===== config.mk =====
export PLATFORM = sky130hd
export DESIGN_NAME = bellek_erisim
export DESIGN_NICKNAME = d
export VERILOG_FILES = /design/src/rtl/bellek_erisim.sv
export SDC_FILE = /design/constraint.sdc
export NUM_CORES = 1
export LEC_CHECK = 0
export CAP_MARGIN = 20
export CORE_MARGIN = 1.5
export CORE_UTILIZATION = 49
export DETAILED_ROUTE_END_ITERATION = 16
export PLACE_DENSITY = 0.92
export SKIP_CTS_REPAIR_TIMING = 1
export SLEW_MARGIN = 20
export SYNTH_ARGS = -nofsm -noshare
export SYNTH_HDL_FRONTEND = slang
export SYNTH_SLANG_ARGS = --single-unit

===== constraint.sdc =====
create_clock -name clk_i -period 3.28 [get_ports clk_i]
set_input_delay 0.82 -clock clk_i [delete_from_list [all_inputs] [get_ports clk_i]]
set_output_delay 0.82 -clock clk_i [all_outputs]
set_load 0.01 [all_outputs]

===== src/rtl/bellek_erisim.sv =====
// Load/store unit: takes one ALU-stage op per idle cycle. Non-memory results go
// straight to writeback; aligned memory ops are issued as a single request and,
// for loads, the returned word is lane-selected and extended before writeback.
module bellek_erisim #(
  parameter int ZAMAN_ASIMI = 16
) (
  input  logic        clk_i,
  input  logic        rst_i,
  input  logic        amb_gecerli_i,
  input  logic [31:0] amb_sonuc_i,
  input  logic [31:0] yazmac_degeri2_i,
  input  logic [3:0]  bellek_islem_i,
  input  logic        isaretsiz_i,
  input  logic [4:0]  hedef_yazmac_i,
  output logic        bellek_istek_o,
  output logic        bellek_yaz_o,
  output logic [31:0] bellek_adres_o,
  output logic [31:0] bellek_veri_o,
  output logic [3:0]  bellek_maske_o,
  input  logic        bellek_hazir_i,
  input  logic        bellek_gecerli_i,
  input  logic [31:0] bellek_veri_i,
  output logic        gy_gecerli_o,
  output logic [31:0] gy_veri_o,
  output logic [4:0]  gy_yazmac_o,
  output logic        durdur_o,
  output logic        hizasiz_o,
  output logic        zaman_asimi_o
);
  localparam int SAYAC_W = $clog2(ZAMAN_ASIMI + 1);

  typedef enum logic [1:0] {BOSTA = 2'd0, ISTEK = 2'd1, BEKLE = 2'd2} durum_t;

  durum_t             r_durum, w_sonraki;
  logic [SAYAC_W-1:0] r_sayac;
  logic [31:0]        r_adres, r_wveri;
  logic [3:0]         r_maske;
  logic [1:0]         r_ofs, r_boyut;
  logic               r_yaz, r_isaretsiz;
  logic [4:0]         r_hedef;
  logic               r_gy_gecerli, r_hizasiz, r_zaman_asimi;
  logic [31:0]        r_gy_veri;
  logic [4:0]         r_gy_yazmac;

  logic               w_bellek_op, w_hiza_bozuk, w_hizasiz, w_kabul, w_sure_doldu;
  logic [3:0]         w_maske;
  logic [31:0]        w_wveri, w_kayik, w_yuk_veri, w_wb_veri;
  logic [4:0]         w_wb_yazmac;
  logic               w_wb, w_hiz_d, w_za_d;

  assign w_bellek_op   = amb_gecerli_i & bellek_islem_i[3];
  assign w_hizasiz     = w_bellek_op & w_hiza_bozuk;
  assign w_kabul       = (r_durum == BOSTA) & w_bellek_op & ~w_hiza_bozuk;
  // Last permitted wait cycle; a response in this same cycle still wins.
  assign w_sure_doldu  = (r_sayac == SAYAC_W'(ZAMAN_ASIMI - 1));
  // Moves the addressed byte/half down to bit 0 (half offsets are 0 or 2 here).
  assign w_kayik       = bellek_veri_i >> {r_ofs, 3'b000};

  // Alignment check, byte enables and lane-replicated store data for the incoming op
  always_comb begin
    w_hiza_bozuk = 1'b0;
    w_maske      = 4'b1111;
    w_wveri      = yazmac_degeri2_i;
    case (bellek_islem_i[1:0])
      2'b00: begin
        w_maske = 4'b0001 << amb_sonuc_i[1:0];
        w_wveri = {4{yazmac_degeri2_i[7:0]}};
      end
      2'b01: begin
        w_hiza_bozuk = amb_sonuc_i[0];
        w_maske      = 4'b0011 << amb_sonuc_i[1:0];
        w_wveri      = {2{yazmac_degeri2_i[15:0]}};
      end
      2'b10:   w_hiza_bozuk = |amb_sonuc_i[1:0];
      default: w_hiza_bozuk = 1'b1;
    endcase
    if (!bellek_islem_i[2]) w_wveri = '0;
  end

  // Lane select and sign/zero extension of returned load data
  always_comb begin
    w_yuk_veri = bellek_veri_i;
    case (r_boyut)
      2'b00:   w_yuk_veri = {{24{~r_isaretsiz & w_kayik[7]}},  w_kayik[7:0]};
      2'b01:   w_yuk_veri = {{16{~r_isaretsiz & w_kayik[15]}}, w_kayik[15:0]};
      default: ;
    endcase
  end

  // State register
  always_ff @(posedge clk_i) begin
    if (rst_i) r_durum <= BOSTA;
    else       r_durum <= w_sonraki;
  end

  // Next-state logic
  always_comb begin
    w_sonraki = r_durum;
    case (r_durum)
      BOSTA:   if (w_kabul) w_sonraki = ISTEK;
      ISTEK:   if (bellek_hazir_i) w_sonraki = r_yaz ? BOSTA : BEKLE;
      BEKLE:   if (bellek_gecerli_i || w_sure_doldu) w_sonraki = BOSTA;
      default: w_sonraki = BOSTA;
    endcase
  end

  // Next values of the writeback and error pulses
  always_comb begin
    w_wb        = 1'b0;
    w_hiz_d     = 1'b0;
    w_za_d      = 1'b0;
    w_wb_veri   = amb_sonuc_i;
    w_wb_yazmac = hedef_yazmac_i;
    case (r_durum)
      BOSTA: begin
        if (amb_gecerli_i && !bellek_islem_i[3]) w_wb = (hedef_yazmac_i != 5'd0);
        w_hiz_d = w_hizasiz;
      end
      BEKLE: begin
        w_wb_veri   = w_yuk_veri;
        w_wb_yazmac = r_hedef;
        if (bellek_gecerli_i)  w_wb   = (r_hedef != 5'd0);
        else if (w_sure_doldu) w_za_d = 1'b1;
      end
      default: ;
    endcase
  end

  // Wait-cycle counter, cleared whenever not waiting for load data
  always_ff @(posedge clk_i) begin
    if (rst_i)                 r_sayac <= '0;
    else if (r_durum != BEKLE) r_sayac <= '0;
    else                       r_sayac <= r_sayac + 1'b1;
  end

  // Request capture on acceptance; held stable until the memory takes it
  always_ff @(posedge clk_i) begin
    if (rst_i) begin
      r_adres     <= '0;
      r_wveri     <= '0;
      r_maske     <= '0;
      r_ofs       <= '0;
      r_boyut     <= '0;
      r_yaz       <= 1'b0;
      r_isaretsiz <= 1'b0;
      r_hedef     <= '0;
    end else if (w_kabul) begin
      r_adres     <= {amb_sonuc_i[31:2], 2'b00};
      r_wveri     <= w_wveri;
      r_maske     <= w_maske;
      r_ofs       <= amb_sonuc_i[1:0];
      r_boyut     <= bellek_islem_i[1:0];
      r_yaz       <= bellek_islem_i[2];
      r_isaretsiz <= isaretsiz_i;
      r_hedef     <= hedef_yazmac_i;
    end
  end

  // Registered writeback/error outputs; data and index hold between pulses
  always_ff @(posedge clk_i) begin
    if (rst_i) begin
      r_gy_gecerli  <= 1'b0;
      r_gy_veri     <= '0;
      r_gy_yazmac   <= '0;
      r_hizasiz     <= 1'b0;
      r_zaman_asimi <= 1'b0;
    end else begin
      r_gy_gecerli  <= w_wb;
      r_hizasiz     <= w_hiz_d;
      r_zaman_asimi <= w_za_d;
      if (w_wb) begin
        r_gy_veri   <= w_wb_veri;
        r_gy_yazmac <= w_wb_yazmac;
      end
    end
  end

  assign bellek_istek_o = (r_durum == ISTEK);
  assign bellek_yaz_o   = r_yaz & bellek_istek_o;
  assign bellek_adres_o = r_adres;
  assign bellek_veri_o  = r_wveri;
  assign bellek_maske_o = r_maske;
  assign durdur_o       = (r_durum != BOSTA);
  assign gy_gecerli_o   = r_gy_gecerli;
  assign gy_veri_o      = r_gy_veri;
  assign gy_yazmac_o    = r_gy_yazmac;
  assign hizasiz_o      = r_hizasiz;
  assign zaman_asimi_o  = r_zaman_asimi;

endmodule


==> key figures, run 1 <==
Logic synthesis
  – Mapped Area: 0.00607 sq mm
  – Synth unique cells: 59
  – Cells after synthesis: 726
  – EDFF count, synth: 0
  – Yosys reg bits: 124
  – Synth warnings: 0
  – Register area share after synthesis: 40.9%
  – Dominant synthesized flop cell: dfxtp_1
  – Synth async-reset ratio: 0%
  – Syn_area_per_cell: 8.36 sq um

Cells and area
  – Finished Layout Cells: 1094
  – Layout Nets: 1028
  – FF+latch area: 0.00248 sq mm
  – Fraction of layout cells with a size suffix above 1: 9.19%
  – Post-Route Utilization: 73.8%
  – Fillcell total: 850
  – Fin area: 0.00890 sq mm
  – Area growth from synthesis to layout: 46.7%
  – Multi-input logic area: 0.00319 sq mm

Worst setup path
  – CP Data Arrival Time: 1.87 ns
  – Crit path max fanout: 35
  – Startpoint types: register
  – Reg-to-reg slack, setup: 0.67 ns
  – R2R depth: 5
  – Critical path required time: 2.46 ns
  – Setup crit end kind: primary output
  – Worst Setup Path Type: register to primary output

Min path
  – Hold depth: 1
  – Hold crit path type: register to register

Power
  – Power density over the cells: 452 mW/mm^2
  – Pint: 2.99 mW
  – Psw: 1.04 mW
  – Combinational share of power: 16.8%
  – Switch share: 25.8%
  – Total leakage power: 3.17 nW
  – Clock share of power: 43.2%
  – Sequential share of power: 40.0%
  – Peak supply drop: 0.412 mV
  – Pwr Total: 4.02 mW

GRT
  – Largest net degree at the start of global routing: 56
  – Total Routing Usage GR: 31.8%
  – Vias in the first global route: 6398
  – First-pass GRT wire length: 32300 um
  – Initial antenna violation count: 1
  – Overflow after GRT: 0

Drt
  – DRT Wirelength: 21200 um
  – Drt initial violations: 960
  – Routed length per instance: 19.4 um
  – Antenna Violating Nets Remaining: 0
  – Pre-antenna DRT Iters: 6
  – Vias per cell: 6.08
  – Residual DRC: 0
  – Via count: 6647

Place
  – DP Worst Slack: 0.289 ns
  – Dpl hpwl: 14900 um
  – # port buffers: 219
  – Inst Count DP: 1064
  – Post-DP Area: 0.00835 sq mm
  – Gpl congestion: 0.955

Floorplanning
  – Initial Utilization: 50.3%
  – Die W: 114 um
  – Number of core rows: 40
  – Die height: 114 um
  – Number of top-level pins: 222
  – Die area: 0.0131 sq mm
  – Core area: 0.0121 sq mm

Timing
  – Fin. Hold Viols: 0
  – Slew Limit Fails: 0
  – Final period utilization: 82.1%
  – Crit path time final: 2.69 ns
  – FMAX: 371 MHz
  – Worst setup margin: 0.586 ns
  – Fin Clk Skew: 0.00756 ns
  – Slew @ Worst Pin: 0.863 ns
  – Setup violation total in the final timing report: 0
  – Final setup TNS: 0 ns
  – RSZ-0062 raised after global routing: false
  – Slew HR: 42.4%
  – Worst hold margin: 0.461 ns

Clock tree
  – Htree depth: 4
  – Clock root cell: clkbuf_16
  – CTS buffer count: 17
  – CTS tree: yes
  – Clock Path Buffers: 2
  – Clk_lat worst skew: 0.42 ns
  – Clock sinks: 124
  – Clock transition at the registers of the reported paths: 0.05 ns

Outcome
  – Outcome: finished clean

Flow run
  – Maxcap violations: 0
## power groups by stage
stage / clock, mW / sequential (mW) / combinational [mW]
after floorplan: 0 / 1.65 / 0.287
after global placement: 0 / 1.64 / 0.645
after detailed placement: 0 / 1.64 / 0.658
after CTS: 1.74 / 1.61 / 0.665
after global routing: 1.81 / 1.61 / 0.718
final: 1.74 / 1.61 / 0.677
## final timing paths
kind,start,end
max,r_durum[1],durdur_o
min,r_sayac[0],r_sayac[0]
max reg2reg,r_durum[1],gy_veri_o[22]
min reg2reg,r_sayac[0],r_sayac[0]
## worst max-delay path: stages (launching register included)
cell and delay (ns):
dfxtp_1 0.38, buf_4 0.35, or2_2 0.19, clkdlybuf4s50_1 0.54
## area by class of cell
type	count	area share, %
repair buffers	243	26.6
multi-input cells	502	35.9
well taps	168	2.36
flip-flops and latches	124	27.9
diodes	1	0.0281
inverters	27	1.14
clock inverters	7	0.759
clock buffers	22	5.33
## layout by cell type, fill, tap and decap left out, types with 3 or more instances in the layout
| master | synthesis | layout |
|---|---|---|
| clkdlybuf4s50_1 | 0 | 218 |
| dfxtp_1 | 124 | 124 |
| a21oi_1 | 66 | 65 |
| nand2_1 | 63 | 63 |
| o21ai_0 | 59 | 59 |
| nand3_1 | 43 | 43 |
| nor3_1 | 39 | 39 |
| nor2_1 | 30 | 30 |
| inv_1 | 27 | 27 |
| buf_4 | 2 | 24 |
| mux2i_1 | 18 | 18 |
| nand2b_1 | 18 | 18 |
| a22o_1 | 17 | 17 |
| clkbuf_16 | 0 | 17 |
| mux2_2 | 14 | 14 |
| a311oi_1 | 13 | 13 |
| nand4b_1 | 9 | 9 |
| o2bb2ai_1 | 9 | 9 |
| o32ai_2 | 8 | 8 |
| o41ai_1 | 8 | 8 |
| and3_1 | 8 | 8 |
| o22a_1 | 8 | 8 |
| nand4_1 | 8 | 8 |
| o32ai_1 | 8 | 8 |
| o221ai_1 | 7 | 7 |
| a22oi_1 | 6 | 6 |
| nor3b_1 | 4 | 4 |
| nor2b_1 | 3 | 3 |
| clkinvlp_4 | 0 | 3 |
| clkbuf_8 | 0 | 3 |
| clkinv_2 | 0 | 3 |
## sequential cells by signal (all words and copies together), names as in the netlist, 2 cells and up
register and flops:
bellek_adres_o 30, r_boyut 2, r_hedef 5, r_durum 2, bellek_maske_o 4, gy_veri_o 32
gy_yazmac_o 5, bellek_veri_o 32, r_ofs 2, r_sayac 5
## cell families after synthesis
| logic type | count (synthesis) | synth area share, % |
|---|---|---|
| and+or+nand+nor | 240 | 20.1 |
| AOI/OAI and AO/OA | 223 | 25.2 |
| DFF | 124 | 40.9 |
| buffers and inverters | 101 | 7.08 |
| muxes | 33 | 5.94 |
| adders and majority gates | 2 | 0.412 |
| xor gates and xnor gates | 2 | 0.289 |
| other | 1 | 0.0618 |
## layer usage
metal / GRT usage, % / vias up / wire length [um]
met5: 0 / - / 0
met4: 16.6 / 0 / 813
li1: - / 3030 / -
met1: 40.5 / 3109 / 8330
met3: 8.10 / 84 / 2140
met2: 50.0 / 424 / 9920
## synthesized netlist by cell type (17+ instances only)
cell type,instances,area (sq um)
nand3_1,43,215
mux2i_1,18,180
a22o_1,17,149
clkbuf_1,56,210
nand2_1,63,236
nand2b_1,18,113
inv_1,27,101
a21oi_1,66,330
o21ai_0,59,295
nor3_1,39,195
nor2_1,30,113
dfxtp_1,124,2480
(Power assumes the default switching activity.)
==> run 2: changes to the inputs <==
--- a/config.mk
+++ b/config.mk
@@ -7,9 +7,9 @@
 export LEC_CHECK = 0
 export CAP_MARGIN = 20
 export CORE_MARGIN = 1.5
-export CORE_UTILIZATION = 49
+export CORE_UTILIZATION = 45
 export DETAILED_ROUTE_END_ITERATION = 16
-export PLACE_DENSITY = 0.92
+export PLACE_DENSITY = 0.86
 export SKIP_CTS_REPAIR_TIMING = 1
 export SLEW_MARGIN = 20
 export SYNTH_ARGS = -nofsm -noshare
==> constraint.sdc (replaced) <==
create_clock -name clk_i -period 2.7 [get_ports clk_i]
set_input_delay 0.675 -clock clk_i [delete_from_list [all_inputs] [get_ports clk_i]]
set_output_delay 0.675 -clock clk_i [all_outputs]
set_load 0.01 [all_outputs]
==> run 2 against run 1 <==
Cell count grew 1.5%. Combinational power increased by 24%. Critical path depth unchanged.
==> key figures, run 2 (synthesis results as in run 1) <==
Timing
  – Slew @ Worst Pin: 0.697 ns (-0.166 ns)
  – Slew Limit Fails: 0 (unchanged)
  – Fin Clk Skew: 0.00782 ns (+0.000254 ns)
  – Crit path time final: 2.54 ns
  – RSZ-0062 raised after global routing: false
  – Slew HR: 53.4% (+11 points)
  – Setup violation total in the final timing report: 0 (unchanged)
  – Fin. Hold Viols: 0 (unchanged)
  – Final period utilization: 93.9%
  – FMAX: 394 MHz

Drt
  – Metal3 WL: 2210 um (+3.5%)
  – Via count: 6524 (-1.9%)
  – Routed length per instance: 19.5 um (+0.88%)
  – Met2 WL: 9690 um (-2.3%)
  – Met1 WL: 9000 um (+8.0%)
  – Antenna Violating Nets Remaining: 0 (unchanged)
  – Top Layer Used: met4
  – Vias per cell: 5.88 (-3.3%)
  – Pre-antenna DRT Iters: 6 (unchanged)
  – Residual DRC: 0 (unchanged)
  – Drt initial violations: 698 (-27%)
  – DRT Wirelength: 21700 um (+2.4%)

Clock tree
  – Clk_lat worst skew: 0.43 ns (about the same)
  – Clock root cell: clkbuf_16
  – CTS buffer count: 17 (unchanged)
  – Clock Path Buffers: 2 (unchanged)
  – CTS tree: yes
  – Htree depth: 4 (unchanged)
  – Clock transition at the registers of the reported paths: 0.05 ns (about the same)
  – Clock sinks: 124 (unchanged)

Place
  – Post-DP Area: 0.00846 sq mm (+1.3%)
  – Gpl congestion: 0.880 (-7.9%)
  – Dpl hpwl: 14900 um (about the same)
  – # port buffers: 219 (unchanged)

Power
  – Pwr Total: 5.48 mW (+36%)
  – Pint: 4.16 mW (+39%)
  – Sequential share of power: 35.7% (-4.3 points)
  – Combinational share of power: 15.3% (-1.5 points)
  – Power density over the cells: 598 mW/mm^2 (+32%)
  – Clock share of power: 49.0% (+5.8 points)
  – Psw: 1.32 mW (+27%)
  – Total leakage power: 3.29 nW (+3.8%)
  – Peak supply drop: 0.370 mV (-10%)
  – Switch share: 24.1% (-1.7 points)

Cells and area
  – Commonest cells after routing, fill and taps aside: clkdlybuf4s50_1 (218), dfxtp_1 (124), a21oi_1 (65), nand2_1 (63), o21ai_0 (59)
  – Most common cell after layout, fill and taps aside: clkdlybuf4s50_1
  – Area growth from synthesis to layout: 51.0%
  – Fin area: 0.00916 sq mm (+2.9%)
  – Fraction of layout cells with a size suffix above 1: 10.1% (+0.89 points)
  – Layout Nets: 1033 (+0.49%)

Worst setup path
  – Critical path required time: 2.03 ns (-0.43 ns)
  – Crit path max fanout: 6 (-83%)
  – Setup crit end kind: primary output
  – Worst Setup Path Type: register to primary output
  – CP Data Arrival Time: 1.86 ns (about the same)
  – Startpoint types: register

Floorplanning
  – Initial Utilization: 46.0% (-4.3 points)
  – Die height: 119 um (+4.2%)
  – Die area: 0.0142 sq mm (+8.7%)
  – Number of top-level pins: 222 (unchanged)
  – Number of core rows: 42 (+5.0%)
  – Die W: 119 um (+4.2%)
  – Core area: 0.0132 sq mm (+9.4%)

GRT
  – Largest net degree at the start of global routing: 57 (+1.8%)
  – Vias in the first global route: 6273 (-2.0%)
  – Initial antenna violation count: 1 (unchanged)
  – First-pass GRT wire length: 33700 um (+4.3%)
  – Overflow after GRT: 0 (unchanged)
  – Total Routing Usage GR: 30.3% (-1.5 points)

Min path
  – Hold crit path type: register to register

Flow run
  – Maxcap violations: 0 (unchanged)

Outcome
  – Outcome: finished clean
-- run 2: stage by stage --
stage               hold slack [ns]  util (%)  worst slack, ns  setup TNS, ns  cells
floorplan                     0.433         -            0.488              0    727
global placement              0.443      64.1          -0.0133        -0.0800   1077
detailed placement            0.446      64.1          -0.0550         -0.382   1077
CTS                           0.463      69.4            0.171              0   1109
global route                  0.479      69.4           0.0704              0   1110
finish                        0.459      69.4            0.163              0   1110
-- run 2: final cells by class --
cell class	instances	area [sq um]
antenna	1	2.50
clock buffer	22	484
clock inverter	10	209
fill	973	4030
inverter	27	101
multi-input combinational	502	3190
sequential	124	2480
tap	176	220
timing repair buffer	248	2470
-- run 2: power by group through the flow --
stage                     Combinational [mW]  Sequential (mW)  Clock (mW)
after floorplan                        0.349             2.01           0
after global placement                 0.809             1.99           0
after detailed placement               0.820             1.99           0
after CTS                              0.829             1.95        2.69
after global routing                   0.892             1.96        2.77
final                                  0.838             1.96        2.68
-- run 2: final timing paths --
kind | cells after the start | slack, ns | end | from
setup reg to reg | 5 | 0.48 | gy_veri_o[21] | r_durum[1]
setup / recovery | 3 | 0.16 | bellek_yaz_o | r_durum[0]
hold reg to reg | 1 | 0.46 | r_sayac[0] | r_sayac[0]
hold / removal | 1 | 0.46 | r_sayac[0] | r_sayac[0]
-- run 2: critical path, stage by stage, from the launching register on --
cell             delay (ns)
dfxtp_1                0.44
nor2b_1                0.29
and2_1                 0.17
clkdlybuf4s50_1        0.55
-- run 2: metal layers --
metal / track usage [%] / vias to the layer above
li1: - / 3043
met1: 40.1 / 3059
met2: 45.7 / 360
met3: 9.48 / 62
met4: 12.6 / 0
met5: 0 / -
==> run 3: changes to the inputs <==
--- a/config.mk
+++ b/config.mk
@@ -6,11 +6,9 @@
 export NUM_CORES = 1
 export LEC_CHECK = 0
 export CAP_MARGIN = 20
-export CORE_MARGIN = 1.5
 export CORE_UTILIZATION = 45
 export DETAILED_ROUTE_END_ITERATION = 16
 export PLACE_DENSITY = 0.86
-export SKIP_CTS_REPAIR_TIMING = 1
 export SLEW_MARGIN = 20
 export SYNTH_ARGS = -nofsm -noshare
 export SYNTH_HDL_FRONTEND = slang
==> run 3 against run 2 <==
Wire length shrank 0.58%. Cell count is the same. Critical path depth is the same. Critical path type unchanged. Critical endpoint unchanged. Count of clock-buffer cells in the layout grew 1. Power shrank 6.3%. Largest cell class unchanged. Global-route usage shrank 0.15 points. Clock skew shrank 0.0014 ns. Die area shrank 1.7%. First-iteration DRC count shrank 13%. Register-to-register slack gained 0.11 ns. Sequential power is essentially flat. Non-clock buffer count grew 3.
==> key figures, run 3 (synthesis results as in run 1) <==
Worst setup path
  – Startpoint types: register
  – Reg-to-reg slack, setup: 0.59 ns (+0.11 ns)
  – Critical path required time: 2.03 ns (about the same)
  – CP Data Arrival Time: 1.86 ns (about the same)
  – Reg2reg start: r_boyut[1]
  – R2R Path End: gy_veri_o[13]
  – Crit path max fanout: 6 (unchanged)
  – R2R depth: 4 (-1)
  – Setup crit end kind: primary output
  – Worst Setup Path Type: register to primary output

Cells and area
  – Commonest cells after routing, fill and taps aside: clkdlybuf4s50_1 (218), dfxtp_1 (124), a21oi_1 (65), nand2_1 (63), o21ai_0 (59)
  – Layout Nets: 1036 (+0.29%)
  – Diodes inserted: 0 (-1)
  – Area growth from synthesis to layout: 50.0%
  – Most common cell after layout, fill and taps aside: clkdlybuf4s50_1
  – Fraction of layout cells with a size suffix above 1: 10.1% (-0.011 points)

Drt
  – Residual DRC: 0 (unchanged)
  – Via count: 6655 (+2.0%)
  – DRT Wirelength: 21600 um (-0.58%)
  – Antenna Violating Nets Remaining: 0 (unchanged)
  – Drt initial violations: 605 (-13%)
  – Routed length per instance: 19.4 um (-0.58%)
  – Pre-antenna DRT Iters: 5 (-1)
  – Vias per cell: 6.00 (+2.0%)

Timing
  – Fin. Hold Viols: 0 (unchanged)
  – Slew @ Worst Pin: 0.883 ns (+0.186 ns)
  – Crit path time final: 2.54 ns (-0.000614 ns)
  – Fin Clk Skew: 0.00637 ns (-0.00144 ns)
  – Final period utilization: 93.9% (about the same)
  – Setup violation total in the final timing report: 0 (unchanged)
  – FMAX: 394 MHz (about the same)
  – Slew HR: 41.0% (-12 points)
  – Final setup TNS: 0 ns (unchanged)
  – RSZ-0062 raised after global routing: false
  – Slew Limit Fails: 0 (unchanged)

GRT
  – Total Routing Usage GR: 30.2% (-0.15 points)
  – First-pass GRT wire length: 33300 um (-1.4%)
  – Vias in the first global route: 6241 (-0.51%)
  – Overflow after GRT: 0 (unchanged)
  – Initial antenna violation count: 0 (-1)
  – Largest net degree at the start of global routing: 58 (+1.8%)

Clock tree
  – Hold-fix buffers, CTS: 0
  – Clk_lat worst skew: 0.41 ns (-0.02 ns)
  – Clock Path Buffers: 2 (unchanged)
  – Clock transition at the registers of the reported paths: 0.05 ns (about the same)
  – CTS tree: yes
  – Clock root cell: clkbuf_16
  – CTS buffer count: 17 (unchanged)
  – Post-CTS sizing: 0
  – Htree depth: 4 (unchanged)
  – Post-CTS Setup Bufs: 0
  – Clock sinks: 124 (unchanged)

Power
  – Pwr Total: 5.13 mW (-6.3%)
  – Peak supply drop: 0.375 mV (+1.3%)
  – Total leakage power: 3.27 nW (-0.53%)
  – Power density over the cells: 564 mW/mm^2 (-5.7%)

Place
  – Dpl hpwl: 15000 um (+0.67%)
  – # port buffers: 219 (unchanged)
  – Gpl congestion: 0.871 (-1.1%)

Floorplanning
  – Number of top-level pins: 222 (unchanged)
  – Number of core rows: 42 (unchanged)
  – Die height: 118 um (-0.84%)
  – Die area: 0.0139 sq mm (-1.7%)
  – Initial Utilization: 46.0% (unchanged)
  – Die W: 118 um (-0.84%)
  – Core area: 0.0132 sq mm (unchanged)

Flow run
  – Maxcap violations: 0 (unchanged)

Min path
  – Hold depth: 2 (+1)
  – Hold crit path type: register to register
  – Hold Crit Endpoint: gy_veri_o[19]
  – Hold_sp: gy_veri_o[19]

Outcome
  – Outcome: finished clean
run 3: per-stage QoR:
| step | instance area (sq um) | cells | hold slack [ns] | setup slack (ns) | util, % |
|---|---|---|---|---|---|
| after global routing | 9100 | 1110 | 0.483 | 0.113 | 69.0 |
| after global placement | 8480 | 1079 | 0.445 | 0.0437 | 64.3 |
| final | 9100 | 1110 | 0.467 | 0.164 | 69.0 |
| after CTS | 9080 | 1109 | 0.466 | 0.173 | 68.9 |
| after detailed placement | 8480 | 1079 | 0.451 | -0.0293 | 64.3 |
| after floorplan | 6070 | 727 | 0.433 | 0.488 | - |
run 3: metal layers:
metal	global-route usage [%]	vias to the layer above	wire, um
li1	-	3044	-
met3	8.38	54	2070
met4	11.8	0	614
met1	39.4	3185	8880
met2	47.0	372	10000
met5	0	-	0
run 3: area by class of cell:
| class | instances | area, sq um |
|---|---|---|
| clock buffers | 23 | 488 |
| inverters | 27 | 101 |
| repair buffers | 251 | 2510 |
| well taps | 176 | 220 |
| fillers | 977 | 4090 |
| clock inverters | 7 | 113 |
| multi-input cells | 502 | 3190 |
| flip-flops and latches | 124 | 2480 |
run 3: power breakdown:
| group | switching [mW] | internal (mW) | leakage, nW |
|---|---|---|---|
| Sequential | 0.0521 | 1.91 | 1.01 |
| Clock | 0.794 | 1.53 | 0.295 |
| Combinational | 0.417 | 0.430 | 1.97 |
run 3: how the worst max path moves through the flow:
stage                              from            end  slack [ns]  depth (start not counted)
final                        r_durum[0]   bellek_yaz_o        0.16                          3
after global routing         r_durum[0]   bellek_yaz_o        0.11                          3
after CTS                    r_durum[0]   bellek_yaz_o        0.17                          3
after floorplan           amb_gecerli_i  gy_veri_o[16]        0.49                          7
after global placement    amb_gecerli_i  gy_veri_o[13]        0.04                          6
after detailed placement  amb_gecerli_i  gy_veri_o[13]       -0.03                          6
run 3: critical path, cell delays in order, from the launching register on:
cell and delay [ns]:
dfxtp_1 0.43, nor2b_1 0.31, and2_1 0.18, clkdlybuf4s50_1 0.53
